--- src/rtl/riscv_pkg.sv ---
// Shared RV32I pipeline definitions: opcodes and the
// decode-to-execute control bundle.
package riscv_pkg;

  localparam logic [6:0] OP_LOAD   = 7'b0000011;
  localparam logic [6:0] OP_STORE  = 7'b0100011;
  localparam logic [6:0] OP_RTYPE  = 7'b0110011;
  localparam logic [6:0] OP_ITYPE  = 7'b0010011;
  localparam logic [6:0] OP_BRANCH = 7'b1100011;
  localparam logic [6:0] OP_JAL    = 7'b1101111;
  localparam logic [6:0] OP_JALR   = 7'b1100111;
  localparam logic [6:0] OP_LUI    = 7'b0110111;
  localparam logic [6:0] OP_AUIPC  = 7'b0010111;

  typedef struct packed {
    logic       reg_write;
    logic       alu_src;
    logic       mem_write;
    logic       branch;
    logic       mem_read;
    logic       mem_to_reg;
    logic [1:0] alu_op;
    logic [6:0] opcode;
  } ctrl_t;

  localparam ctrl_t CTRL_BUBBLE = '0;

endpackage

--- src/rtl/hazard_detect_unit.sv ---
// Load-use hazard compare between the decode slot and the
// load currently sitting in EX.
module hazard_detect_unit
  import riscv_pkg::*;
(
  input  logic       id_valid,
  input  logic [6:0] id_opcode,
  input  logic [4:0] id_rs1,
  input  logic [4:0] id_rs2,
  input  logic       ex_valid,
  input  logic       ex_mem_read,
  input  logic [4:0] ex_rd,
  output logic       hazard
);

  logic uses_rs1;
  logic uses_rs2;
  logic hit_rs1;
  logic hit_rs2;

  always_comb begin
    uses_rs1 = 1'b1;
    uses_rs2 = 1'b0;
    case (id_opcode)
      OP_LUI, OP_AUIPC, OP_JAL: uses_rs1 = 1'b0;
      OP_RTYPE, OP_STORE, OP_BRANCH: uses_rs2 = 1'b1;
      default: ;
    endcase
  end

  assign hit_rs1 = uses_rs1 & (ex_rd == id_rs1);
  assign hit_rs2 = uses_rs2 & (ex_rd == id_rs2);

  // x0 is never a real producer, so a load to x0 never stalls
  assign hazard = id_valid & ex_valid & ex_mem_read
                & (ex_rd != 5'd0)
                & (hit_rs1 | hit_rs2);

endmodule

--- src/rtl/id_ex_stage.sv ---
// ID/EX pipeline register with load-use stall, bubble
// insertion and branch squash.
module id_ex_stage
  import riscv_pkg::*;
#(
  parameter int XLEN = 32
) (
  input  logic            clk,
  input  logic            reset,
  input  logic            id_valid,
  input  logic            id_reg_write,
  input  logic            id_alu_src,
  input  logic            id_mem_write,
  input  logic            id_branch,
  input  logic            id_mem_read,
  input  logic            id_mem_to_reg,
  input  logic [1:0]      id_alu_op,
  input  logic [6:0]      id_opcode,
  input  logic [XLEN-1:0] id_pc,
  input  logic [XLEN-1:0] id_rs1_data,
  input  logic [XLEN-1:0] id_rs2_data,
  input  logic [XLEN-1:0] id_imm,
  input  logic [4:0]      id_rs1,
  input  logic [4:0]      id_rs2,
  input  logic [4:0]      id_rd,
  input  logic [2:0]      id_funct3,
  input  logic            id_funct7_5,
  input  logic            hold,
  input  logic            flush,
  output logic            ex_valid,
  output logic            ex_reg_write,
  output logic            ex_alu_src,
  output logic            ex_mem_write,
  output logic            ex_branch,
  output logic            ex_mem_read,
  output logic            ex_mem_to_reg,
  output logic [1:0]      ex_alu_op,
  output logic [6:0]      ex_opcode,
  output logic [XLEN-1:0] ex_pc,
  output logic [XLEN-1:0] ex_rs1_data,
  output logic [XLEN-1:0] ex_rs2_data,
  output logic [XLEN-1:0] ex_imm,
  output logic [4:0]      ex_rs1,
  output logic [4:0]      ex_rs2,
  output logic [4:0]      ex_rd,
  output logic [2:0]      ex_funct3,
  output logic            ex_funct7_5,
  output logic            stall_fd,
  output logic [31:0]     load_use_count
);

  ctrl_t id_ctrl;
  ctrl_t pass_ctrl;
  ctrl_t ex_ctrl;
  logic  hazard;
  logic  bubble;

  assign id_ctrl = '{
    reg_write:  id_reg_write,
    alu_src:    id_alu_src,
    mem_write:  id_mem_write,
    branch:     id_branch,
    mem_read:   id_mem_read,
    mem_to_reg: id_mem_to_reg,
    alu_op:     id_alu_op,
    opcode:     id_opcode
  };

  // an empty decode slot must never carry live control into EX
  assign pass_ctrl = id_valid ? id_ctrl : CTRL_BUBBLE;

  hazard_detect_unit u_hdu (
    .id_valid    (id_valid),
    .id_opcode   (id_opcode),
    .id_rs1      (id_rs1),
    .id_rs2      (id_rs2),
    .ex_valid    (ex_valid),
    .ex_mem_read (ex_ctrl.mem_read),
    .ex_rd       (ex_rd),
    .hazard      (hazard)
  );

  assign bubble   = flush | hazard;
  assign stall_fd = hazard & ~flush & ~hold & ~reset;

  always_ff @(posedge clk or posedge reset) begin
    if (reset) begin
      ex_valid       <= 1'b0;
      ex_ctrl        <= CTRL_BUBBLE;
      ex_pc          <= '0;
      ex_rs1_data    <= '0;
      ex_rs2_data    <= '0;
      ex_imm         <= '0;
      ex_rs1         <= '0;
      ex_rs2         <= '0;
      ex_rd          <= '0;
      ex_funct3      <= '0;
      ex_funct7_5    <= 1'b0;
      load_use_count <= '0;
    end else if (!hold) begin
      if (bubble) begin
        ex_valid    <= 1'b0;
        ex_ctrl     <= CTRL_BUBBLE;
        ex_pc       <= '0;
        ex_rs1_data <= '0;
        ex_rs2_data <= '0;
        ex_imm      <= '0;
        ex_rs1      <= '0;
        ex_rs2      <= '0;
        ex_rd       <= '0;
        ex_funct3   <= '0;
        ex_funct7_5 <= 1'b0;
        if (!flush)
          load_use_count <= load_use_count + 32'd1;
      end else begin
        ex_valid    <= id_valid;
        ex_ctrl     <= pass_ctrl;
        ex_pc       <= id_pc;
        ex_rs1_data <= id_rs1_data;
        ex_rs2_data <= id_rs2_data;
        ex_imm      <= id_imm;
        ex_rs1      <= id_rs1;
        ex_rs2      <= id_rs2;
        ex_rd       <= id_rd;
        ex_funct3   <= id_funct3;
        ex_funct7_5 <= id_funct7_5;
      end
    end
  end

  assign ex_reg_write  = ex_ctrl.reg_write;
  assign ex_alu_src    = ex_ctrl.alu_src;
  assign ex_mem_write  = ex_ctrl.mem_write;
  assign ex_branch     = ex_ctrl.branch;
  assign ex_mem_read   = ex_ctrl.mem_read;
  assign ex_mem_to_reg = ex_ctrl.mem_to_reg;
  assign ex_alu_op     = ex_ctrl.alu_op;
  assign ex_opcode     = ex_ctrl.opcode;

endmodule
--- config.mk ---
export PLATFORM = sky130hd
export DESIGN_NAME = id_ex_stage
export DESIGN_NICKNAME = d
export VERILOG_FILES = /design/src/rtl/riscv_pkg.sv /design/src/rtl/hazard_detect_unit.sv /design/src/rtl/id_ex_stage.sv
export SDC_FILE = /design/constraint.sdc
export NUM_CORES = 1
export LEC_CHECK = 0
export CAP_MARGIN = 20
export CORE_AREA = 3 3 140 142
export CTS_CLUSTER_DIAMETER = 150
export CTS_CLUSTER_SIZE = 24
export DETAILED_ROUTE_END_ITERATION = 10
export DIE_AREA = 0 0 143 145
export PLACE_DENSITY = 0.8
export SETUP_SLACK_MARGIN = 0.5
export SLEW_MARGIN = 20
export SYNTH_ARGS = -nofsm -noshare
export SYNTH_HDL_FRONTEND = slang
export SYNTH_SLANG_ARGS = --single-unit
--- constraint.sdc ---
create_clock -name clk -period 7.5 [get_ports clk]
set_input_delay 0.75 -clock clk [delete_from_list [all_inputs] [get_ports clk]]
set_output_delay 0.75 -clock clk [all_outputs]
set_load 0.02 [all_outputs]
==> results.yml <==
outcome:
  status: "completed"
setup_path:
  startpoint_type: "input port"
  slowest_delay_ps: 700
  crit_buf_inv: 2
  cp_max_fo: 4
  crit_slowest_cell: "clkdlybuf4s50_1"
  crit_type: "in -> out"
  critical_path.cell_chain: "clkdlybuf4s50_1 > or3b_2 > or4_1 > a2111oi_0 > clkdlybuf4s50_1"
  critical_path_arrival_ps: 3360
  cp.required_ps: 6750
  reg2reg_depth: 7
  cpLargestDelayFamily: "buffers and inverters"
  critPathCaptureType: "output pin"
  cp.depth: 5
  cp_common_cell: "clkdlybuf4s50_1"
logic_synthesis:
  synth_compound_area_share_pct: 19.8
  synthMuxAreaShare_pct: 0.150
  synthSimpleGateAreaFrac_pct: 6.61
  synth_area_sq_mm: 0.00749
  ys.flop_type: "dfrtp_1"
  synth_area_leaders: "dfrtp_1 65%, a22o_1 19%, xor2_1 3.5%"
  synth_cells: 542
  ys_seq_area_share_pct: 65.1
  ys_types: 36
  synth_common_cells: "195 x dfrtp_1, 162 x a22o_1, 30 x xor2_1, 21 x clkbuf_1, 16 x buf_4"
  synth_top_family_by_area: "compound AO/OA/AOI/OAI gates"
  synth-xor-area-share_pct: 4.79
  synth-edff-count: 0
  async_flop_share_pct: 100
  syn_area_per_cell_sq_um: 13.8
  synth_top_cell_by_area: "dfrtp_1"
  synth_nets: 710
  synth_most_common_cell: "dfrtp_1"
  synth_top_area_share_pct: 65.1
  synthAdderAreaFrac_pct: 0.167
  synth-seq-cells: 195
  yosysWarnings: 0
floorplan:
  die_x_um: 143
  rows: 50
  die_area_sq_mm: 0.0207
  io_pins: 363
  die_y_um: 145
  start_util_pct: 40.3
  design.core.area_sq_mm: 0.0186
clock_network:
  cts_tree: "yes"
  clock-root-buffer: "clkbuf_16"
  cts.sinks: 195
  cts_setup_buffers: 0
  insertion_delay_ps: 420
  cts_resized: 0
  cts_max_path_buffers: 2
  htree_levels: 4
  cts-hold-fix-buffers: 0
  cts.clk_slew.worst_paths_ps: 70
  cts_buffers: 17
placed_design:
  place.gp.congestion: 0.827
  hpwlAfterDp_um: 16800
  portBuffers: 362
  post-place-ws_ps: 3350
sta:
  layout_min_cycle_time_ps: 4110
  tightest_slew_ps: 1020
  period_share_pct: 54.8
  fin_ws_ps: 3390
  setup_viol: 0
  grt_setup_unrepaired: "no"
  setup_tns_ps: 0
  finalClockSkew_ps: 12.7
  fmax_ghz: 0.243
  hold_viol_final: 0
  max_slew_margin_pct: 32.1
  maxSlewViolCount: 0
routing:
  routed_wl_um: 23300
  drt_iter0_markers: 276
  wl_per_cell_um: 20.6
  avgViaCountPerCell: 5.29
  ant_nets: 0
  drc_errors: 0
  vias: 5997
  drt_pass1_iterations: 4
flow_run:
  maxCapViolCount: 0
cells_and_area:
  drive_gt1_share_pct: 5.12
  fin_util_pct: 63.4
  area_growth_pct: 57.3
  final_nets: 1054
  nFillCells: 1439
power_and_ir_drop:
  worst_ir_drop_vdd_mv: 0.147
  p_leak_nw: 5.25
  p_per_area_mw_per_mm2: 210
global_route:
  gr-total-overflow: 0
  grt_pass1_wl_um: 36000
  grt_antenna_before_repair: 1
  grt_max_degree: 133
  grt_pass1_vias: 6189
  track_usage_pct: 22.3
worst_hold_path:
  hold_class: "reg -> reg"
  min_delay_path_depth: 1
==> routing by layer <==
| layer | vias up | track usage (%) | wire length [um] |
|---|---|---|---|
| met5 | - | 0 | 0 |
| met4 | 0 | 5.89 | 350 |
| met3 | 21 | 7.19 | 1960 |
| met2 | 254 | 36.6 | 11600 |
| met1 | 2995 | 28.3 | 9410 |
| li1 | 2727 | - | - |
==> report_power, final <==
part | switching, mW | total, mW | internal, mW
logic | 0.208 | 0.450 | 0.243
registers | 0.0421 | 1.16 | 1.12
clock network | 0.425 | 0.870 | 0.445
total | 0.674 | 2.48 | 1.80
==> worst register-to-register path: cells and delay by family, from the launching register on <==
| kind | cells | cell delay [ps] |
|---|---|---|
| buf+inv | 2 | 1430 |
| simple gates | 3 | 1020 |
| compound gates | 2 | 650 |
| flops | 1 | 440 |
==> logic make-up (layout without fill, tap and decap cells) <==
logic type,Yosys count,after routing
fa+ha+maj,1,1
other cells,0,1
xor+xnor,41,41
mux,1,1
buf+inv,48,405
simple gates,87,87
compound gates,169,169
flops,195,195
==> final timing paths <==
| check | startpoint | to | slack, ps |
|---|---|---|---|
| worst min-delay path | load_use_count[31] | load_use_count[31] | 470 |
| worst max register to register | ex_rd[1] | ex_rs2_data[19] | 3900 |
| worst min register to register | load_use_count[31] | load_use_count[31] | 470 |
| max in group asynchronous | reset | ex_alu_src | 5140 |
| min in group asynchronous | reset | ex_pc[5] | 930 |
| worst max-delay path | id_opcode[3] | stall_fd | 3390 |
==> layout make-up <==
cell class              instances  area (sq um)  share of cell area, %
repair buffers                366          3650                   31.0
multi-input cells             299          2370                   20.1
clock inverters                14           121                   1.03
flip-flops and latches        195          4880                   41.4
diodes                          1          2.50                 0.0212
inverters                       7          33.8                  0.287
clock buffers                  18           439                   3.73
well taps                     234           293                   2.48
==> metrics by stage <==
stage | area (sq um) | instances | power (mW) | hold slack, ps
final | 11800 | 1134 | 2.48 | 474
after global routing | 11800 | 1134 | 2.58 | 498
after CTS | 11800 | 1133 | 2.50 | 479
after detailed placement | 11200 | 1101 | 1.63 | 460
after global placement | 11200 | 1101 | 1.62 | 457
after floorplan | 7490 | 542 | 1.37 | 578
==> layout by cell type, fill, tap and decap left out, drive strengths merged, types with 3 or more instances in the layout <==
master	n
xor2	30
nand4	5
and3	3
xnor2	11
nor4	10
nand2	15
buf	5
clkinv	6
nor2	10
inv	13
clkdlybuf4s50	361
clkbuf	18
nor3	15
a22o	162
nand3	11
dfrtp	195
or3	3
or4	4
(Power assumes the default switching activity.)
